**config.mk**
```make
export PLATFORM = sky130hd
export DESIGN_NAME = leds_pwm_ctrl_flat
export DESIGN_NICKNAME = d
export VERILOG_FILES = /design/src/rtl/leds_ctrl_pkg.sv /design/src/rtl/leds_pwm_ctrl_if.sv /design/src/rtl/leds_blink_timer.sv /design/src/rtl/leds_pwm_ctrl.sv /design/src/flat_wrapper.sv
export SDC_FILE = /design/constraint.sdc
export NUM_CORES = 1
export LEC_CHECK = 0
export BUFFER_PORTS_ARGS = -buffer_cell sky130_fd_sc_hd__buf_2
export CAP_MARGIN = 20
export CORE_ASPECT_RATIO = 0.7
export CORE_MARGIN = 4
export CORE_UTILIZATION = 41
export DETAILED_ROUTE_END_ITERATION = 7
export PLACE_DENSITY = 0.66
export SLEW_MARGIN = 20
export SYNTH_ARGS = -nofsm -noshare
export SYNTH_HDL_FRONTEND = slang
export SYNTH_HIERARCHICAL = 1
export SYNTH_SLANG_ARGS = --single-unit
```
**constraint.sdc**
```tcl
create_clock -name clock -period 5 [get_ports clock]
set_input_delay 0.75 -clock clock [delete_from_list [all_inputs] [get_ports clock]]
set_output_delay 0.75 -clock clock [all_outputs]
set_load 0.03 [all_outputs]
```
**src/rtl/leds_ctrl_pkg.sv**
```systemverilog
// Shared mode encoding and default sizing for the LED PWM/blink controller.
package leds_ctrl_pkg;
  localparam int N_LEDS_DEF     = 16;
  localparam int PWM_BITS_DEF   = 8;
  localparam int BLINK_BITS_DEF = 24;

  typedef enum logic [1:0] {
    MODE_STATIC    = 2'd0,
    MODE_BLINK     = 2'd1,
    MODE_DIM       = 2'd2,
    MODE_BLINK_DIM = 2'd3
  } mode_e;
endpackage

```
**src/rtl/leds_pwm_ctrl_if.sv**
```systemverilog
// Load/acknowledge bus between the accelerator and the LED controller.
interface leds_pwm_ctrl_if
  import leds_ctrl_pkg::*;
#(
  parameter int N_LEDS     = N_LEDS_DEF,
  parameter int PWM_BITS   = PWM_BITS_DEF,
  parameter int BLINK_BITS = BLINK_BITS_DEF
) ();
  logic                  start_port;
  logic [N_LEDS-1:0]     val;
  logic [1:0]            mode;
  logic [PWM_BITS-1:0]   duty;
  logic [BLINK_BITS-1:0] blink_half;
  logic                  done_port;
  logic [N_LEDS-1:0]     leds;

  modport master (output start_port, val, mode, duty, blink_half,
                  input  done_port, leds);
  modport slave  (input  start_port, val, mode, duty, blink_half,
                  output done_port, leds);
endinterface

```
**src/rtl/leds_blink_timer.sv**
```systemverilog
// Blink half-period timer; phase toggles every `half` cycles, half=0 means always on.
module leds_blink_timer
  import leds_ctrl_pkg::*;
#(
  parameter int BLINK_BITS = BLINK_BITS_DEF
) (
  input  logic                  clock,
  input  logic                  reset,
  input  logic                  restart,
  input  logic [BLINK_BITS-1:0] half,
  output logic                  phase
);
  localparam logic [BLINK_BITS-1:0] ONE = BLINK_BITS'(1);

  logic [BLINK_BITS-1:0] cnt_q, cnt_d;
  logic                  phase_q, phase_d;

  always_comb begin
    cnt_d   = cnt_q;
    phase_d = phase_q;
    // Restart and the no-blink case both park the timer at the start of an on-phase.
    if (restart || half == '0) begin
      cnt_d   = '0;
      phase_d = 1'b1;
    end else if (cnt_q == half - ONE) begin
      cnt_d   = '0;
      phase_d = ~phase_q;
    end else begin
      cnt_d = cnt_q + ONE;
    end
  end

  always_ff @(posedge clock) begin
    if (reset) begin
      cnt_q   <= '0;
      phase_q <= 1'b1;
    end else begin
      cnt_q   <= cnt_d;
      phase_q <= phase_d;
    end
  end

  assign phase = phase_q;
endmodule

```
**src/rtl/leds_pwm_ctrl.sv**
```systemverilog
// LED driver: static / blink / PWM-dim / blink+dim, reconfigured by a start strobe.
module leds_pwm_ctrl
  import leds_ctrl_pkg::*;
#(
  parameter int N_LEDS     = N_LEDS_DEF,
  parameter int PWM_BITS   = PWM_BITS_DEF,
  parameter int BLINK_BITS = BLINK_BITS_DEF
) (
  input logic              clock,
  input logic              reset,
  leds_pwm_ctrl_if.slave   bus
);
  localparam logic [PWM_BITS-1:0] PWM_ONE = PWM_BITS'(1);

  logic [N_LEDS-1:0]     val_q,  val_d;
  logic [1:0]            mode_q, mode_d;
  logic [PWM_BITS-1:0]   duty_q, duty_d;
  logic [BLINK_BITS-1:0] half_q, half_d;
  logic [PWM_BITS-1:0]   pwm_cnt_q, pwm_cnt_d;
  logic                  done_q, done_d;
  logic [N_LEDS-1:0]     leds_q, leds_d;
  logic                  load, phase, pwm_on, gate;

  assign load = bus.start_port;

  leds_blink_timer #(.BLINK_BITS(BLINK_BITS)) u_blink (
    .clock   (clock),
    .reset   (reset),
    .restart (load),
    .half    (half_q),
    .phase   (phase)
  );

  // Full-scale duty must never blank, so it bypasses the compare.
  assign pwm_on = (duty_q == '1) || (pwm_cnt_q < duty_q);

  always_comb begin
    val_d     = val_q;
    mode_d    = mode_q;
    duty_d    = duty_q;
    half_d    = half_q;
    pwm_cnt_d = pwm_cnt_q + PWM_ONE;
    done_d    = load;
    if (load) begin
      val_d     = bus.val;
      mode_d    = bus.mode;
      duty_d    = bus.duty;
      half_d    = bus.blink_half;
      pwm_cnt_d = '0;
    end
    gate = 1'b1;
    case (mode_e'(mode_q))
      MODE_STATIC:    gate = 1'b1;
      MODE_BLINK:     gate = phase;
      MODE_DIM:       gate = pwm_on;
      MODE_BLINK_DIM: gate = phase & pwm_on;
      default:        gate = 1'b1;
    endcase
    leds_d = val_q & {N_LEDS{gate}};
  end

  always_ff @(posedge clock) begin
    if (reset) begin
      val_q     <= '0;
      mode_q    <= '0;
      duty_q    <= '0;
      half_q    <= '0;
      pwm_cnt_q <= '0;
      done_q    <= 1'b0;
      leds_q    <= '0;
    end else begin
      val_q     <= val_d;
      mode_q    <= mode_d;
      duty_q    <= duty_d;
      half_q    <= half_d;
      pwm_cnt_q <= pwm_cnt_d;
      done_q    <= done_d;
      leds_q    <= leds_d;
    end
  end

  assign bus.done_port = done_q;
  assign bus.leds      = leds_q;
endmodule
```
**src/flat_wrapper.sv**
```systemverilog
// flat-port wrapper written by rule: the top's interface ports become plain ports
module leds_pwm_ctrl_flat import leds_ctrl_pkg::*;
#(
  parameter int N_LEDS     = N_LEDS_DEF,
  parameter int PWM_BITS   = PWM_BITS_DEF,
  parameter int BLINK_BITS = BLINK_BITS_DEF
)
  (clock, reset, bus_start_port, bus_val, bus_mode, bus_duty, bus_blink_half, bus_done_port, bus_leds);
  leds_pwm_ctrl_if #(.N_LEDS(N_LEDS), .PWM_BITS(PWM_BITS), .BLINK_BITS(BLINK_BITS)) bus_i ();
  input logic clock;
  input logic reset;
  input wire logic [$bits(bus_i.start_port)-1:0] bus_start_port;
  input wire logic [$bits(bus_i.val)-1:0] bus_val;
  input wire logic [$bits(bus_i.mode)-1:0] bus_mode;
  input wire logic [$bits(bus_i.duty)-1:0] bus_duty;
  input wire logic [$bits(bus_i.blink_half)-1:0] bus_blink_half;
  output wire logic [$bits(bus_i.done_port)-1:0] bus_done_port;
  output wire logic [$bits(bus_i.leds)-1:0] bus_leds;
  assign bus_i.start_port = bus_start_port;
  assign bus_i.val = bus_val;
  assign bus_i.mode = bus_mode;
  assign bus_i.duty = bus_duty;
  assign bus_i.blink_half = bus_blink_half;
  assign bus_done_port = bus_i.done_port;
  assign bus_leds = bus_i.leds;
  leds_pwm_ctrl #(.N_LEDS(N_LEDS), .PWM_BITS(PWM_BITS), .BLINK_BITS(BLINK_BITS)) u_core (.clock(clock), .reset(reset), .bus(bus_i));
endmodule
```
# ---- Word level (Yosys, flattened, before mapping)
# Cells that the tools add are included.
# Widths: inputs -> output; s select.
dict set report word_totals {
  output_inout_bits 17
  word_cells 29
  regBits 100
  input_bits 53
}
dict set report classes {
  reduce_logical 7
  bitwise 3
  n_lt_le_gt_ge 1
  n_mux 1
  n_eq_ne 5
  n_addsub 3
}
# cell n
set op_table {}
lappend op_table {{$add 24x1->24 const B} 1}
lappend op_table {{$eq 24x24->1} 1}
lappend op_table {{$logic_not 24->1} 1}
lappend op_table {{$sub 24x1->24 const B} 1}
lappend op_table {{$and 16x16->16} 1}
lappend op_table {{$add 8x1->8 const B} 1}
lappend op_table {{$eq 8x8->1 const B} 1}
lappend op_table {{$lt 8x8->1} 1}
lappend op_table {{$eq 2x2->1 const B} 2}
lappend op_table {{$pmux 1 s4} 1}
lappend op_table {{$reduce_or 2->1} 2}
lappend op_table {{$reduce_or 3->1} 1}
lappend op_table {{$eq 2x1->1 const B} 1}
lappend op_table {{$logic_not 2->1} 1}
lappend op_table {{$logic_or 1x1->1} 2}
lappend op_table {{$and 1x1->1} 1}
lappend op_table {{$not 1->1} 1}

# ---- Longest topological paths before layout
# Gate-level depths: netlist (run 1).
dict set report logic_depth {
  word_depth 5
  mapped_depth 11
  depth_no_buf 10
}

# ---- Cells and area by module
# Netlist (run 1), hierarchy kept.
# mod area_per_inst_um2 cells_each seq_area_each_um2 instances
set modules_own_cells {}
lappend modules_own_cells {leds_pwm_ctrl 2865.2 276 1501.4 1}
lappend modules_own_cells {leds_blink_timer 2129.5 258 500.5 1}

# ---- Worst setup path before layout (run 1)
# Ideal clock, no wire load.
dict set report synth_timing {
  path_kind {reg2reg}
  startpoint {reg u_core.half_q[0]}
  endpoint {reg u_core.u_blink.cnt_q[18]}
  arrival_time_ps 2379
  setup_slack_ps 2506
  required_ps 4885
  path_buffers 1
  period_less_slack_ps 2494
  setup_ps 115
  path_stages_with_launch 11
  path_cell_list {dfxtp_1 > inv_1 > ha_1 > or4b_1 > a2111oi_2 > o2111ai_1 > nor4_1 > nand3b_1 > o21ai_4 > buf_6 > nor2_2}
}
dict set report synth_between {
  elab_chain_len 3
  elab_cells_between_ends 5
  classes_between {add/sub (1); eq/ne (1); reduce/logical (3)}
}
# element line
set synth_rtl {}
lappend synth_rtl {{start, declared} leds_pwm_ctrl.sv:18} ;# logic [BLINK_BITS-1:0] half_q, half_d;
lappend synth_rtl {{start signal, assigned} leds_pwm_ctrl.sv:75} ;# half_q <= half_d;
lappend synth_rtl {{$sub 24x1->24 or $logic_not 24->1 (tied branches)} {leds_blink_timer.sv:25, leds_blink_timer.sv:22}}
lappend synth_rtl {{$eq 24x24->1 or $logic_or 1x1->1 (tied branches)} {leds_blink_timer.sv:25, leds_blink_timer.sv:22}}
lappend synth_rtl {{$reduce_or 3->1 (no source line) *} -}
lappend synth_rtl {{end signal, assigned} leds_blink_timer.sv:38} ;# cnt_q <= cnt_d;
lappend synth_rtl {{end, declared} leds_blink_timer.sv:15} ;# logic [BLINK_BITS-1:0] cnt_q, cnt_d;
# Mark *: on every way between the ends. The rest lies on a longest branch, timed or not.
# A chain may end at the register's enable or synchronous reset.

# ---- Worst setup path in the final report (run 1)
dict set report layout_timing {
  startpoint {reg u_core.half_q[0]}
  endpoint {reg u_core.u_blink.cnt_q[2]}
}
# Same word-level chain as after synthesis.

==> out/metrics.yaml, run 1 <==
clocking:
  cts_resized: 0
  clock-sinks: 100
  cts_tree: "yes"
  cts.clk_slew.worst_paths_ns: 0.07
  cts.htree.levels: 3
  cts_max_path_buffers: 2
  clockRootBuffer: "clkbuf_16"
  clock_latency_ns: 0.34
  hold_buffers: 0
  cts_setup_buffers: 0
  cts_buffers: 9
cells_and_area:
  syn_to_final_growth_pct: 14.4
  final_net_count: 654
  drive_gt1_frac: 0.238
  fill_cells: 1122
  final_cell_mix: "dfxtp_1 (100), nor2_1 (76), buf_2 (69), mux2i_1 (50), nand2_1 (37)"
  layout_commonest_cell: "dfxtp_1"
  fin_util: 0.484
  stdcell_count: 753
  n_antenna_cell: 0
synthesis:
  synthTopCellsByArea: "dfxtp_1 (40%), mux2i_1 (10%), nor2_1 (5.7%), xor2_1 (5.3%), xnor2_1 (4.6%)"
  synth_edf_count: 0
  post-synth-top-area-cell: "dfxtp_1"
  synthDominantCellAreaShare: 0.401
  ys.warnings.count: 6
  synth.net_count: 597
  ys.flop_type: "dfxtp_1"
  synth_cell_type_count: 61
  synth_area_um2: 4990
  avgSynthCellArea_um2: 9.35
  synth-async-reset-ratio: 0
  yosys_register_bits: 100
  synth_sequential_area_ratio: 0.401
  postSynthCellCount: 534
sta:
  finalMaxSlewViolations: 0
  min_period_ns: 3.28
  finalHoldViolations: 0
  setup_viol: 0
  fin_skew_ns: 0.0102
  fin_crit_sh: 0.656
  slew_headroom: 0.395
  setup_slack_ns: 1.72
  setup-tns-final_ns: 0
  rsz0062_at_grt: "no"
  max_slew.worst_pin.slew_ns: 0.904
  maxClockFrequency_ghz: 0.305
status:
  status: "complete, no violations"
route:
  wire_per_inst_um: 14.9
  firstDrtPassIters: 4
  antenna_left: 0
  num_vias: 3892
  drc: 0
  drtIter0Drc: 149
  drt-vias-per-instance: 5.17
  wirelength_um: 11200
global_routing:
  grt_max_degree: 55
  grt_pass1_wl_um: 18800
  antenna_found_initial: 1
  grt.overflow.total: 0
  grt_pass1_vias: 3935
  grt_usage: 0.165
floorplanning:
  rows: 33
  die_area_um2: 14000
  start_util: 0.423
  coreArea_um2: 11800
  die_h_um: 100
  die_w_um: 140
  ioPinCount: 70
power:
  p_clk_frac: 0.376
  power_switching_mw: 0.473
  swShare: 0.268
  p_seq_frac: 0.488
  total_power_mw: 1.76
  p_int_mw: 1.29
  pwr-share-comb: 0.136
  powerDensity_nw_per_um2: 309
  leakagePower_nw: 2.41
  irDropWorstVdd_mv: 0.173
place:
  port_buffers: 69
  dp.cells: 737
  dp_slack_ns: 1.77
  dp_hpwl_um: 8090
  gp_congestion: 0.880
critical_path:
  worstReg2RegEnd: "u_core/u_blink/cnt_q[2]$_SDFF_PP0_"
  reg2reg_from: "u_core/half_q[0]$_SDFFE_PP0P_"
  critPathLaunch: "u_core/half_q[0]$_SDFFE_PP0P_"
  critPathMaxFanout: 24
  cp-endpoint: "u_core/u_blink/cnt_q[2]$_SDFF_PP0_"
  worstPathCellList: "inv_1 -> ha_1 -> nor4b_4 -> nand4b_1 -> xnor2_1 -> o2111ai_1 -> a2111oi_2 -> nand3b_1 -> o21ai_4 -> nor2_1"
  start_kind: "flip-flop"
  rr_worst_depth: 10
  cp_slowest_stage_delay_ns: 0.73
  crit_slowest_cell: "o21ai_4"
  crit_path_end_kind: "flip-flop"
  worst_ep_required_time_ns: 5.19
  crit_family: "compound AO/OA/AOI/OAI gates"
  path_depth: 10
  crit_arrival_ns: 3.47
  r2r_slack_ns: 1.72
  path_buf_inv: 1
  path_class: "flip-flop to flip-flop"
flow_run:
  maxCapViolCount: 0
min_path:
  hp-class: "flip-flop to flip-flop"
[metrics by stage]
stage,instance area (um2),hold WS [ns]
floorplan,4990,0.414
global placement,5430,0.424
detailed placement,5430,0.427
CTS,5710,0.438
global route,5710,0.456
finish,5710,0.438
[area by class of cell]
cell class	count	area (um2)	area share
clock inverter	5	43.8	0.00767
timing repair buffer	73	375	0.0657
multi-input combinational	390	2790	0.488
inverter	17	63.8	0.0112
clock buffer	11	243	0.0425
sequential	100	2000	0.350
tap	157	196	0.0344
[sequential cells by signal, indices dropped and copies added, names as in the netlist]
| name | cells |
|---|---|
| u_core/mode_q | 2 |
| u_core/duty_q | 8 |
| u_core/bus.leds | 16 |
| u_core/u_blink/phase | 1 |
| u_core/pwm_cnt_q | 8 |
| u_core/val_q | 16 |
| u_core/half_q | 24 |
| u_core/u_blink/cnt_q | 24 |
| u_core/bus.done_port | 1 |
[power groups by stage]
stage | Sequential (mW) | Clock, mW | Combinational [mW]
2_1_floorplan | 0.879 | 0 | 0.177
3_3_place_gp | 0.877 | 0 | 0.232
3_5_place_dp | 0.879 | 0 | 0.239
4_1_cts | 0.861 | 0.689 | 0.241
5_1_grt | 0.865 | 0.721 | 0.267
6_report | 0.861 | 0.663 | 0.240
[cells in the mapped netlist (all sizes together), types with 12 or more instances]
master / count
inv: 17
nand3: 19
clkbuf: 15
nor2: 96
nor3: 30
buf: 12
xnor2: 26
dfxtp: 100
nand2: 37
xor2: 30
mux2i: 50
[how the worst min path moves through the flow]
stage | slack, ns | start | endpoint | cells after the start
final | 0.44 | u_core/val_q[2]$_SDFFE_PP0P_ | u_core/bus.leds[2]$_SDFF_PP0_ | 2
after global routing | 0.46 | u_core/val_q[2]$_SDFFE_PP0P_ | u_core/bus.leds[2]$_SDFF_PP0_ | 2
after CTS | 0.44 | u_core/val_q[2]$_SDFFE_PP0P_ | u_core/bus.leds[2]$_SDFF_PP0_ | 2
after detailed placement | 0.43 | u_core/val_q[2]$_SDFFE_PP0P_ | u_core/bus.leds[2]$_SDFF_PP0_ | 2
after global placement | 0.42 | u_core/val_q[4]$_SDFFE_PP0P_ | u_core/bus.leds[4]$_SDFF_PP0_ | 2
after floorplan | 0.41 | u_core/val_q[0]$_SDFFE_PP0P_ | u_core/bus.leds[0]$_SDFF_PP0_ | 2
[metal layers]
metal / up-vias / wire (um) / track usage
met5: - / 13 / 0
met4: 2 / 92 / 0.0447
met3: 12 / 710 / 0.0557
met2: 90 / 4790 / 0.247
met1: 1837 / 5610 / 0.228
li1: 1951 / - / -
[tightest hold or removal path, stage by stage, from the launching register on]
cell     delay, ns
dfxtp_1       0.31
nand2_1       0.05
nor3_1        0.03
[kinds of logic after synthesis]
| group | Yosys count | share of synthesized area |
|---|---|---|
| compound gates | 40 | 0.0746 |
| xor+xnor | 56 | 0.0982 |
| fa+ha+maj | 10 | 0.0251 |
| buf+inv | 44 | 0.0411 |
| flops | 100 | 0.401 |
| mux | 50 | 0.100 |
| simple gates | 234 | 0.260 |
Power figures use the tool's default switching activity.
==> run 2: changes to the inputs <==
==> constraint.sdc (replaced) <==
create_clock -name clock -period 3.25 [get_ports clock]
set_input_delay 0.4875 -clock clock [delete_from_list [all_inputs] [get_ports clock]]
set_output_delay 0.4875 -clock clock [all_outputs]
set_load 0.03 [all_outputs]
==> run 2 against run 1 <==
Compared with the run above: global-route usage is 0.17 points lower; cell area is 0.72% higher; first-iteration DRC count is 34% higher; sequential cell count stayed put; combinational power is 55% higher; clock power is 63% higher; count of clock-buffer cells in the layout is 2 lower; die area stayed put; routed wire length is 1.1% lower; register-to-register slack worse by 1.4 ns; maximum frequency is 12% higher; sequential power is 53% higher.
==> out/metrics.yaml, run 2 (synthesized netlist as in run 1, its figures left out) <==
status:
  status: "complete, no violations"
sta:
  fin_skew_ns: 0.00838
  setup-tns-final_ns: 0
  setup_viol: 0
  maxClockFrequency_ghz: 0.341
  finalMaxSlewViolations: 0
  fin_crit_sh: 0.901
  slew_headroom: 0.505
  min_period_ns: 2.93
  finalHoldViolations: 0
  setup_slack_ns: 0.322
  rsz0062_at_grt: "no"
  max_slew.worst_pin.slew_ns: 0.743
power:
  leakagePower_nw: 2.43
  pwr-share-comb: 0.134
  irDropWorstVdd_mv: 0.304
  powerDensity_nw_per_um2: 482
  power_switching_mw: 0.783
  swShare: 0.283
  p_seq_frac: 0.478
  p_clk_frac: 0.388
  p_int_mw: 1.99
clocking:
  cts_buffers: 9
  cts_resized: 0
  clock-sinks: 100
  cts.htree.levels: 3
  cts.clk_slew.worst_paths_ns: 0.08
  clockRootBuffer: "clkbuf_16"
  clock_latency_ns: 0.34
  cts_tree: "yes"
  hold_buffers: 0
  cts_setup_buffers: 0
  cts_max_path_buffers: 2
critical_path:
  worst_ep_required_time_ns: 3.54
  crit_path_end_kind: "flip-flop"
  path_class: "flip-flop to flip-flop"
  critPathLaunch: "u_core/half_q[0]$_SDFFE_PP0P_"
  cp_slowest_stage_delay_ns: 0.51
  start_kind: "flip-flop"
  worstPathCellList: "inv_1 -> ha_1 -> nor4b_4 -> a21oi_1 -> o21bai_1 -> o2111ai_1 -> a2111oi_2 -> nand4_1 -> or4_1 -> nand3_1"
  reg2reg_from: "u_core/half_q[0]$_SDFFE_PP0P_"
  worstReg2RegEnd: "u_core/u_blink/phase$_SDFFE_PP1N_"
  path_depth: 10
  crit_slowest_cell: "nor4b_4"
  rr_worst_depth: 10
  r2r_slack_ns: 0.32
  crit_family: "simple AND/OR/NAND/NOR gates"
  cp-endpoint: "u_core/u_blink/phase$_SDFFE_PP1N_"
  critPathMaxFanout: 8
  crit_arrival_ns: 3.21
  path_buf_inv: 1
floorplanning:
  die_h_um: 100
  die_w_um: 140
  start_util: 0.423
  ioPinCount: 70
  die_area_um2: 14000
  coreArea_um2: 11800
  rows: 33
flow_run:
  maxCapViolCount: 0
route:
  drt-vias-per-instance: 5.09
  drtIter0Drc: 199
  num_vias: 3843
  firstDrtPassIters: 4
  antenna_left: 0
  drc: 0
  wire_per_inst_um: 14.7
  wirelength_um: 11100
place:
  dp_hpwl_um: 8270
  gp_congestion: 0.886
  dp_slack_ns: 0.421
  port_buffers: 69
cells_and_area:
  layout_commonest_cell: "dfxtp_1"
  drive_gt1_frac: 0.242
  final_net_count: 656
  reg_top3: "u_core/half_q (24), u_core/u_blink/cnt_q (24)"
  n_antenna_cell: 0
  final_cell_mix: "dfxtp_1 (100), nor2_1 (76), buf_2 (69), mux2i_1 (50), nand2_1 (37)"
  syn_to_final_growth_pct: 15.2
  fin_util: 0.487
global_routing:
  grt_max_degree: 35
  grt.overflow.total: 0
  antenna_found_initial: 0
  grt_pass1_vias: 3792
  grt_usage: 0.163
  grt_pass1_wl_um: 18800
min_path:
  hp-class: "input port to flip-flop"
  hold_start: "bus_val[4]"
==> run 2: metrics by stage <==
| step | area [um2] | cells | power (mW) | hold WS (ns) |
|---|---|---|---|---|
| CTS | 5750 | 755 | 2.81 | 0.364 |
| global route | 5750 | 755 | 2.90 | 0.368 |
| detailed placement | 5450 | 739 | 1.72 | 0.424 |
| floorplan | 4990 | 534 | 1.62 | 0.414 |
| finish | 5750 | 755 | 2.77 | 0.377 |
| global placement | 5450 | 739 | 1.71 | 0.424 |
==> run 2: area by class of cell <==
| class | instances | area [um2] |
|---|---|---|
| Sequential cell | 100 | 2000 |
| Timing Repair Buffer | 75 | 403 |
| Clock inverter | 7 | 75.1 |
| Multi-Input combinational cell | 390 | 2790 |
| Fill cell | 1144 | 6060 |
| Tap cell | 157 | 196 |
| Inverter | 17 | 63.8 |
| Clock buffer | 9 | 225 |
==> run 2: layer usage <==
metal / vias up / share of wire / track usage
met5: - / 0 / 0
met4: 0 / 0.011 / 0.0424
met3: 12 / 0.062 / 0.0476
met2: 96 / 0.42 / 0.237
met1: 1780 / 0.51 / 0.237
li1: 1955 / - / -
==> run 2: worst reg2reg max path, delay by kind of cell, from the launching register on <==
| kind | cells | cell delay [ns] |
|---|---|---|
| AOI/OAI and AO/OA | 4 | 0.98 |
| and+or+nand+nor | 4 | 1.23 |
| DFF | 1 | 0.36 |
| buffers and inverters | 1 | 0.07 |
| adders and majority gates | 1 | 0.24 |
==> run 2: how the worst min path moves through the flow <==
stage / cells past startpoint / end
final: 3 / u_core/val_q[4]$_SDFFE_PP0P_
after global routing: 3 / u_core/val_q[2]$_SDFFE_PP0P_
after CTS: 3 / u_core/val_q[2]$_SDFFE_PP0P_
after detailed placement: 2 / u_core/bus.leds[0]$_SDFF_PP0_
after global placement: 2 / u_core/bus.leds[4]$_SDFF_PP0_
after floorplan: 2 / u_core/bus.leds[0]$_SDFF_PP0_
==> run 2: power by group through the flow <==
stage | registers [mW] | clock network (mW) | logic (mW)
finish | 1.32 | 1.08 | 0.371
global route | 1.33 | 1.15 | 0.410
CTS | 1.32 | 1.11 | 0.373
detailed placement | 1.35 | 0 | 0.371
global placement | 1.35 | 0 | 0.359
floorplan | 1.35 | 0 | 0.272
